### config.mk
export PLATFORM = sky130hd
export DESIGN_NAME = load_writeback_unit
export DESIGN_NICKNAME = d
export VERILOG_FILES = /design/src/rtl/load_writeback_unit.sv
export SDC_FILE = /design/constraint.sdc
export NUM_CORES = 1
export LEC_CHECK = 0
export BUFFER_PORTS_ARGS = -buffer_cell sky130_fd_sc_hd__clkbuf_2
export CAP_MARGIN = 30
export CORE_MARGIN = 2
export CORE_UTILIZATION = 55
export DETAILED_ROUTE_END_ITERATION = 16
export HOLD_SLACK_MARGIN = 0.02
export PLACE_DENSITY = 0.77
export SLEW_MARGIN = 20
export SYNTH_ARGS = -nofsm -noshare
export SYNTH_HDL_FRONTEND = slang
export SYNTH_SLANG_ARGS = --single-unit
### constraint.sdc
create_clock -name clk -period 3.7 [get_ports clk]
set_clock_uncertainty 0.15 [all_clocks]
set_input_delay 0.555 -clock clk [delete_from_list [all_inputs] [get_ports clk]]
set_output_delay 0.555 -clock clk [all_outputs]
set_load 0.005 [all_outputs]
### src/rtl/load_writeback_unit.sv
// Register-file writer: merges ALU results with in-order load responses, formats
// load data and publishes a mask of registers with loads still in flight.
module load_writeback_unit #(
    parameter int DEPTH = 4,
    parameter int PTR_W = 2
) (
    input  logic        clk,
    input  logic        reset,
    input  logic        alu_valid_in,
    input  logic [4:0]  alu_rd_in,
    input  logic [31:0] alu_data_in,
    input  logic        load_issue_in,
    input  logic [4:0]  load_rd_in,
    input  logic [2:0]  load_funct3_in,
    input  logic [1:0]  load_offset_in,
    output logic        load_full_out,
    input  logic        mem_resp_valid_in,
    input  logic [31:0] mem_resp_data_in,
    output logic        mem_resp_ready_out,
    output logic        write_enable_out,
    output logic [4:0]  rd_sel_out,
    output logic [31:0] write_data_out,
    output logic [31:0] pending_mask_out
);

    localparam logic [PTR_W:0] FULL_CNT = (PTR_W+1)'(DEPTH);

    logic [4:0]       rd_q    [DEPTH];
    logic [4:0]       rd_d    [DEPTH];
    logic [2:0]       f3_q    [DEPTH];
    logic [2:0]       f3_d    [DEPTH];
    logic [1:0]       off_q   [DEPTH];
    logic [1:0]       off_d   [DEPTH];
    logic [DEPTH-1:0] valid_q, valid_d;
    logic [PTR_W-1:0] head_q, head_d, tail_q, tail_d;
    logic [PTR_W:0]   count_q, count_d;
    logic             we_q, we_d;
    logic [4:0]       rd_sel_q, rd_sel_d;
    logic [31:0]      data_q, data_d;
    logic [31:0]      mask_q, mask_d;
    logic             push_s, pop_s;

    function automatic logic [31:0] format_load(input logic [2:0]  f3,
                                                input logic [1:0]  off,
                                                input logic [31:0] word);
        logic [7:0]  b;
        logic [15:0] h;
        b = 8'(word >> {off, 3'b000});
        h = 16'(word >> {off[1], 4'b0000});
        case (f3)
            3'b000:  format_load = {{24{b[7]}}, b};
            3'b100:  format_load = {24'h000000, b};
            3'b001:  format_load = {{16{h[15]}}, h};
            3'b101:  format_load = {16'h0000, h};
            default: format_load = word;
        endcase
    endfunction

    assign load_full_out      = (count_q == FULL_CNT);
    assign mem_resp_ready_out = (count_q != '0) && !alu_valid_in;
    assign push_s             = load_issue_in && !load_full_out;
    assign pop_s              = mem_resp_valid_in && mem_resp_ready_out;

    // Next-state: queue update, writeback selection (ALU wins) and pending mask
    always_comb begin
        rd_d     = rd_q;
        f3_d     = f3_q;
        off_d    = off_q;
        valid_d  = valid_q;
        head_d   = head_q;
        tail_d   = tail_q;
        count_d  = count_q + (PTR_W+1)'(push_s) - (PTR_W+1)'(pop_s);
        we_d     = 1'b0;
        rd_sel_d = rd_sel_q;
        data_d   = data_q;
        mask_d   = 32'h0000_0000;

        if (pop_s) begin
            valid_d[head_q] = 1'b0;
            head_d          = head_q + PTR_W'(1);
        end else begin
            head_d = head_q;
        end

        if (push_s) begin
            rd_d[tail_q]    = load_rd_in;
            f3_d[tail_q]    = load_funct3_in;
            off_d[tail_q]   = load_offset_in;
            valid_d[tail_q] = 1'b1;
            tail_d          = tail_q + PTR_W'(1);
        end else begin
            tail_d = tail_q;
        end

        if (alu_valid_in) begin
            we_d     = (alu_rd_in != 5'd0);
            rd_sel_d = alu_rd_in;
            data_d   = alu_data_in;
        end else if (pop_s) begin
            we_d     = (rd_q[head_q] != 5'd0);
            rd_sel_d = rd_q[head_q];
            data_d   = format_load(f3_q[head_q], off_q[head_q], mem_resp_data_in);
        end else begin
            we_d = 1'b0;
        end

        // Duplicate destinations simply OR together; x0 never counts as pending
        for (int i = 0; i < DEPTH; i++) begin
            if (valid_d[i] && (rd_d[i] != 5'd0)) begin
                mask_d[rd_d[i]] = 1'b1;
            end else begin
                mask_d = mask_d;
            end
        end
    end

    // State registers with synchronous reset
    always_ff @(posedge clk) begin
        if (reset) begin
            for (int i = 0; i < DEPTH; i++) begin
                rd_q[i]  <= 5'd0;
                f3_q[i]  <= 3'd0;
                off_q[i] <= 2'd0;
            end
            valid_q  <= '0;
            head_q   <= '0;
            tail_q   <= '0;
            count_q  <= '0;
            we_q     <= 1'b0;
            rd_sel_q <= 5'd0;
            data_q   <= 32'h0000_0000;
            mask_q   <= 32'h0000_0000;
        end else begin
            rd_q     <= rd_d;
            f3_q     <= f3_d;
            off_q    <= off_d;
            valid_q  <= valid_d;
            head_q   <= head_d;
            tail_q   <= tail_d;
            count_q  <= count_d;
            we_q     <= we_d;
            rd_sel_q <= rd_sel_d;
            data_q   <= data_d;
            mask_q   <= mask_d;
        end
    end

    assign write_enable_out = we_q;
    assign rd_sel_out       = rd_sel_q;
    assign write_data_out   = data_q;
    assign pending_mask_out = mask_q;

endmodule

* Word-level counts from Yosys, hierarchy flattened *
Cells that the tools add are included.

storage, ports and cells
  register bits after elaboration = 121
  input bits = 84
  output and inout port bits = 72
  word-level logic and storage cells = 122

cells by class
  $add $sub $neg = 4
  magnitude comparators = 15
  equality and inequality tests = 4
  shift operators = 2
  muxes and demuxes = 44
  bitwise operators = 8
  reduce and logical (&&, ||, !) cells = 25

operator list
  operator            count
  $mux 32             6
  $pmux 32 s4         1
  $or 32x32->32       3
  $shr 32x5->16       1
  $shr 32x5->8        1
  $reduce_bool 5->1   6
  $mux 5              5
  $lt 5x6->1 const B  4
  $bwmux 20           1
  $demux 1 s5         4
  $ge 5x1->1 const B  4
  $mux 20             1
  $logic_and 1x1->1   14
  $bwmux 12           1
  $bmux 5 s2          1
  $demux 5 s2         1
  $eq 3x3->1 const B  3
  $mux 3              3
  $bwmux 8            1
  $mux 1              8
  $mux 4              2
  $bmux 3 s2          1
  $demux 3 s2         1
  $ge 3x3->1 const B  2
  other kinds (19)    27

* Logic depth before layout (Yosys ltp) *
Gate-level depths: netlist (run 1).

  word-level depth = 18
  depth in mapped cells = 13
  mapped depth without buffers = 11

* Least setup slack after synthesis (run 1) *
No wires, ideal clock.

  path kind = input -> register
  from = input port alu_valid_in
  to = register count_q[2]
  setup time = 0.128 ns
  arrival time = 2.727 ns
  slack = 0.695 ns
  stages on the path = 13
  buffers on the path = 2
  path through = clkbuf_1 > nor2b_1 > nand2_1 > clkinv_1 > clkbuf_1 > ha_1 > inv_1 > ha_1 > inv_1 > fa_1 > xor2_1 > xnor2_1 > nor2_1

on the way
  longest elaborated chain between the ends = 4

ends and longest elaborated chain
  item                  RTL line  source
  from (decl)           9         input logic alu_valid_in,
  $logic_not 1->1       60        assign mem_resp_ready_out = (count_q != '0) && !alu_valid_in;
  $logic_and 1x1->1     60
  $logic_and 1x1->1     62        assign pop_s = mem_resp_valid_in && mem_resp_ready_out;
  $sub 3x1->3           72        count_d = count_q + (PTR_W+1)'(push_s) - (PTR_W+1)'(pop_s);
  to (signal assigned)  140       count_q <= count_d;
  to (decl)             36        logic [PTR_W:0] count_q, count_d;

Every way passes these cells.
A chain may end at the register's enable or synchronous reset.

* Worst setup path in the final report (run 1) *
  from = register count_q[1]
  to = register mask_q[18] (netlist: pending_mask_out[18])

on the way
  longest elaborated chain between the ends = 15
  elaborated cells on any way between the ends = 45
  classes of those cells = order compare (8); eq/ne (1); mux (15); bitwise (4); reduce/logical (17)

ends and longest elaborated chain
  item                                                                   RTL line  source
  $eq 3x3->1                                                             59        assign load_full_out = (count_q == FULL_CNT);
  $logic_not 1->1                                                        61        assign push_s = load_issue_in && !load_full_out;
  $logic_and 1x1->1                                                      61
  $mux 20                                                                85        if (push_s) begin
  $lt 5x6->1 (implied by the code) / $ge 5x1->1 (equally long branches)  110       mask_d[rd_d[i]] = 1'b1;
  $logic_and 1x1->1 (implied by the code)                                110
  $mux 1 (implied by the code)                                           110
  $demux 1 s5                                                            110
  $mux 32                                                                109       if (valid_d[i] && (rd_d[i] != 5'd0)) begin
  $or 32x32->32 (no line)                                                n/a
  $mux 32                                                                109
  $or 32x32->32 (no line)                                                n/a
  $mux 32                                                                109
  $or 32x32->32 (no line)                                                n/a
  $mux 32 *                                                              109
  to (signal assigned)                                                   144       mask_q <= mask_d;
  to (decl)                                                              40        logic [31:0] mask_q, mask_d;

Every way passes the cells marked *; elsewhere a longest branch is shown, timed or not.

==> flow_metrics.tcl, run 1 <==
set metrics [dict create \
    drv_cap 0 \
    grtUsageTotal_pct 37.70 \
    ir_worst_vdd_mv 0.3853 \
    row_count 41 \
    hold_viol 0 \
    finalSetupTns_ns 0 \
    synth_top_area_share_pct 33.57 \
    top_usage_layer "met2" \
    syn2layout_area_growth_pct 22.07 \
    finalSetupViolCount 0 \
    cts_sinks 121 \
    synthTopCellsByArea "dfxtp_1 34%, nand2_1 7.9%, a21oi_1 6.3%" \
    synth-seq-cells 121 \
    grt_max_degree 84 \
    layout.cells.non_filler 1221 \
    r2r_cells 6 \
    worst_slew_pin_slew_ns 0.9670 \
    fp.coreArea_um2 12720 \
    yosysMostFrequentCell "nand2_1" \
    drc_errors 0 \
    synth.yosys.warnings 0 \
    seqCellArea_um2 2422 \
    ctsResizeCount 0 \
    synthDistinctLibCells 69 \
    grt_use_met2_pct 55.75 \
    fin_crit_ns 2.949 \
    gp_congestion 1.040 \
    vias_per_cell 6.607 \
    gr-total-overflow 0 \
    start_util_pct 56.72 \
    holdPathStages 3 \
    synth_edf_count 0 \
    whs_ns 0.2088 \
    num_antenna_cells 0 \
    path_clk_slew_ns 0.06 \
    cp-start-kind "register" \
    cts_htree_levels 4 \
    rsz0062_at_grt "false" \
    synthFlopType "dfxtp_1" \
    fmax_mhz 339.1 \
    dp_cells 1189 \
    dr.pass1.iters 8 \
    async_flop_share_pct 0 \
    post-dp-hpwl_um 19090 \
    rr_endpoint "pending_mask_out[18]$_SDFF_PP0_" \
    synth_commonest_cells "151 x nand2_1, 121 x dfxtp_1, 91 x a21oi_1, 61 x clkbuf_1, 36 x o21ai_0" \
    pwr_density_cell_nw_per_um2 521.2 \
    status "finished clean" \
    ant_nets 0 \
    cts_tree "built" \
    yosysTopAreaCell "dfxtp_1" \
    drive_gt1_share_pct 25.45 \
    dieArea_um2 14050 \
    insertion_delay_ns 0.43 \
    antenna_found_initial 0 \
    vias 8067 \
    whs_endpoint "write_data_out[3]$_SDFFE_PP0P_" \
    utilization_pct 69.24 \
    port_buffers 155 \
    wl_um 26730 \
    syn_nets 987 \
    r2r-start "count_q[1]$_SDFF_PP0_" \
    die_h_um 118.5 \
    postSynthCellCount 892 \
    reg2reg_slack_ns 0.75 \
    io_pins 156 \
    worstSetupEndpointType "register" \
    setup_slack_ns 0.7512 \
    ctsHoldBuffers 0 \
    avgSynthCellArea_um2 8.089 \
    grt_pass1_wl_um 41410 \
    fillerInstances 1099 \
    met1_usage_pct 50.50 \
    slew_headroom_pct 35.53 \
    p_leak_uw 0.003431 \
    worstPathArrival_ns 3.06 \
    synth-seq-area-share_pct 33.57 \
    cp_max_fo 20 \
    clockBufferDepth 2 \
    cts_buffers 17 \
    nets 1131 \
    hold_start "alu_data_in[3]" \
    hp-class "in2reg" \
    wire_per_inst_um 21.89 \
    multi_input_area_um2 4405 \
    dieWidth_um 118.5 \
    fin_crit_sh_pct 79.70 \
    critical_path_class "reg2reg" \
    drt_iter0_markers 1313 \
    first_global_vias 7438 \
    maxSlewViolCount 0 \
    cts_setup_buffers 0 \
    cts-root-buf "clkbuf_16" \
    cp.required_ns 3.81 \
    synth_area_um2 7216 \
    dp_worst_setup_slack_ns 0.8525 \
    use_met3_pct 12.79 \
]
==> metrics by stage <==
step | total power [uW] | instance area, um2
4_1_cts | 4551 | 8808
6_report | 4591 | 8808
3_3_place_gp | 2948 | 8243
5_1_grt | 4772 | 8808
2_1_floorplan | 2459 | 7216
3_5_place_dp | 2961 | 8243
==> state kept, by name (all words and copies together), names as in the netlist <==
register / count
off_q: 8
valid_q: 4
tail_q: 2
rd_sel_out: 5
rd_q: 20
f3_q: 12
write_enable_out: 1
head_q: 2
pending_mask_out: 32
count_q: 3
write_data_out: 32
==> layout make-up <==
class                   instances  share of cell area [%]
repair buffers                195                   12.39
multi-input cells             672                   50.01
clock buffers                  18                   4.986
flip-flops and latches        121                   27.50
inverters                      29                   1.236
well taps                     172                   2.443
clock inverters                14                   1.435
==> where the power goes <==
part,switching (uW),internal [uW],leakage [uW],total [uW]
logic,895,527,0.00217,1420
clock network,704,903,0.000276,1610
registers,124,1440,0.000988,1560
==> how the worst max path moves through the flow <==
stage / depth (start not counted) / slack (ns) / end / start
after global routing: 8 / 0.61 / pending_mask_out[2]$_SDFF_PP0_ / count_q[1]$_SDFF_PP0_
after CTS: 8 / 0.84 / pending_mask_out[2]$_SDFF_PP0_ / count_q[1]$_SDFF_PP0_
after detailed placement: 8 / 0.85 / pending_mask_out[2]$_SDFF_PP0_ / count_q[1]$_SDFF_PP0_
after floorplan: 13 / 0.70 / count_q[2]$_SDFF_PP0_ / alu_valid_in
after global placement: 7 / 0.87 / pending_mask_out[15]$_SDFF_PP0_ / count_q[1]$_SDFF_PP0_
final: 6 / 0.75 / pending_mask_out[18]$_SDFF_PP0_ / count_q[1]$_SDFF_PP0_
==> layout by cell type (no fill, tap or decap), types with 20 or more instances in the layout <==
cell and instances:
nor2b_1 20, clkbuf_2 154, a21oi_1 91, inv_1 28, nor2_1 34, nand2_1 151
o21ai_0 36, mux2i_1 24, a22oi_1 30, dfxtp_1 121, buf_4 40
==> cell families after synthesis <==
group                    count (synthesis)  share of synthesized area [%]
XOR/XNOR                                 4                         0.4856
adder cells (fa/ha/maj)                 11                          2.011
buffers and inverters                   99                          5.445
multiplexers                            36                          6.815
flip-flops                             121                          33.57
other                                    1                        0.05197
AO/OA/AOI/OAI                          321                          32.08
AND/OR/NAND/NOR                        299                          19.54
==> critical path: stages (launching register included) <==
cell	delay, ns
dfxtp_1	0.36
or3b_1	0.68
nand2_1	0.62
o22ai_1	0.33
a221oi_1	0.38
buf_4	0.19
a21oi_1	0.07
==> per-layer routing <==
| metal | routed length (um) | vias up |
|---|---|---|
| met5 | 0 | - |
| met4 | 1071 | 0 |
| met3 | 3332 | 108 |
| met2 | 11280 | 590 |
| met1 | 11050 | 3734 |
| li1 | - | 3635 |
Power figures use the tool's default switching activity.
==> run 2, diff against run 1 <==
- CORE_UTILIZATION: 55 -> 50
- PLACE_DENSITY: 0.77 -> 0.73
- clock period: 3.7 -> 2.7 ns (I/O delays scaled with it)
==> flow_metrics.tcl, run 2 (same netlist as run 1, synthesis figures left out) <==
set metrics [dict create \
    status "finished clean" \
    dieWidth_um 124.1 \
    antenna_found_initial 0 \
    reg2reg_slack_ns 0.09 \
    critical_path_class "reg2reg" \
    cp_max_fo 18 \
    cp.required_ns 2.84 \
    dr.pass1.iters 7 \
    r2r_cells 6 \
    cts_tree "built" \
    grtUsageTotal_pct 36.93 \
    ant_nets 0 \
    clockBufferDepth 2 \
    vias_per_cell 6.511 \
    cts-root-buf "clkbuf_16" \
    insertion_delay_ns 0.43 \
    first_global_vias 7505 \
    grt_max_degree 60 \
    gp_congestion 1.144 \
    p_leak_uw 0.003673 \
    drv_cap 0 \
    dp_cells 1237 \
    layout.cells.non_filler 1270 \
    holdPathStages 3 \
    whs_endpoint "write_data_out[1]$_SDFFE_PP0P_" \
    ir_worst_vdd_mv 0.5284 \
    port_buffers 155 \
    vias 8269 \
    cts_sinks 121 \
    place_area_um2 8582 \
    slew_headroom_pct 43.58 \
    whs_ns 0.07121 \
    grt_pass1_wl_um 42710 \
    rsz0062_at_grt "false" \
    cp-start-kind "register" \
    io_pins 156 \
    fin_crit_sh_pct 96.56 \
    hp-class "in2reg" \
    drive_gt1_share_pct 28.44 \
    maxSlewViolCount 0 \
    die_h_um 124.1 \
    wl_um 28410 \
    pwr_density_cell_nw_per_um2 722.0 \
    layout_commonest_cell "clkbuf_2" \
    final_cell_mix "154 x clkbuf_2, 150 x nand2_1, 120 x dfxtp_1" \
    drc_errors 0 \
    cts_buffers 17 \
    start_util_pct 51.58 \
    num_antenna_cells 0 \
    worstSetupEndpointType "register" \
    hold_viol 0 \
    finalSetupTns_ns 0 \
    syn2layout_area_growth_pct 27.78 \
    fin_crit_ns 2.607 \
    post-dp-hpwl_um 20770 \
    cts_htree_levels 4 \
    rr_endpoint "pending_mask_out[31]$_SDFF_PP0_" \
    worstPathArrival_ns 2.75 \
    hold_start "alu_data_in[1]" \
    row_count 43 \
    wire_per_inst_um 22.37 \
    gr-total-overflow 0 \
    drt_iter0_markers 1386 \
    fmax_mhz 383.6 \
    worst_slew_pin_slew_ns 0.8463 \
    r2r-start "count_q[1]$_SDFF_PP0_" \
    path_clk_slew_ns 0.06 \
    finalSetupViolCount 0 \
    dieArea_um2 15410 \
    nets 1172 \
    ctsHoldBuffers 0 \
    stdcell_area_um2 9220 \
    fp.coreArea_um2 13990 \
]
==> run 2: layout make-up <==
type / count / area (um2)
Timing Repair Buffer: 236 / 1421
Tap cell: 180 / 225.2
Multi-Input combinational cell: 672 / 4418
Inverter: 29 / 110.1
Sequential cell: 121 / 2424
Clock inverter: 11 / 171.4
Clock buffer: 21 / 450.4
Fill cell: 1201 / 4768
==> run 2: power by group <==
group | internal, uW | total [uW] | switching (uW)
logic | 815 | 2100 | 1280
registers | 1970 | 2130 | 158
clock network | 1570 | 2430 | 859
total | 4360 | 6660 | 2300
==> run 2: routing by layer <==
| layer | track usage (%) | routed length [um] | vias up | share of wire (%) |
|---|---|---|---|---|
| li1 | - | - | 3714 | - |
| met2 | 54.03 | 12090 | 588 | 43 |
| met4 | 13.41 | 853 | 0 | 3.0 |
| met3 | 9.844 | 3760 | 94 | 13 |
| met5 | 0 | 0 | - | 0 |
| met1 | 52.08 | 11710 | 3873 | 41 |
==> run 2: how the worst max path moves through the flow <==
stage	from	endpoint	cells past startpoint
finish	count_q[1]$_SDFF_PP0_	pending_mask_out[31]$_SDFF_PP0_	6
global route	count_q[1]$_SDFF_PP0_	pending_mask_out[31]$_SDFF_PP0_	7
CTS	head_q[0]$_SDFFE_PP0N_	write_data_out[17]$_SDFFE_PP0P_	5
detailed placement	head_q[0]$_SDFFE_PP0N_	write_data_out[17]$_SDFFE_PP0P_	5
global placement	head_q[0]$_SDFFE_PP0N_	write_data_out[23]$_SDFFE_PP0P_	5
floorplan	alu_valid_in	count_q[2]$_SDFF_PP0_	13
==> run 2: what timing repair did <==
item,CTS,global route
buffers inserted,0,0
endpoints found under the setup margin,0,14
gates resized for setup,0,3
==> run 2: stage by stage <==
| step | setup slack, ns | power [uW] | utilization [%] |
|---|---|---|---|
| 6_report | 0.09291 | 6657 | 65.91 |
| 4_1_cts | 0.02699 | 6605 | 65.80 |
| 3_5_place_dp | 0.06305 | 4189 | 61.35 |
| 2_1_floorplan | 0.04489 | 3376 | - |
| 3_3_place_gp | 0.1395 | 4160 | 61.30 |
| 5_1_grt | 0.01786 | 6923 | 65.91 |
==> run 2: worst max-delay path: stages, from the launching register on <==
cell and delay [ns]:
dfxtp_1 0.36, or3b_1 0.42, buf_4 0.22, nand2_1 0.29
o21ai_0 0.38, a222oi_1 0.51, a21oi_1 0.13
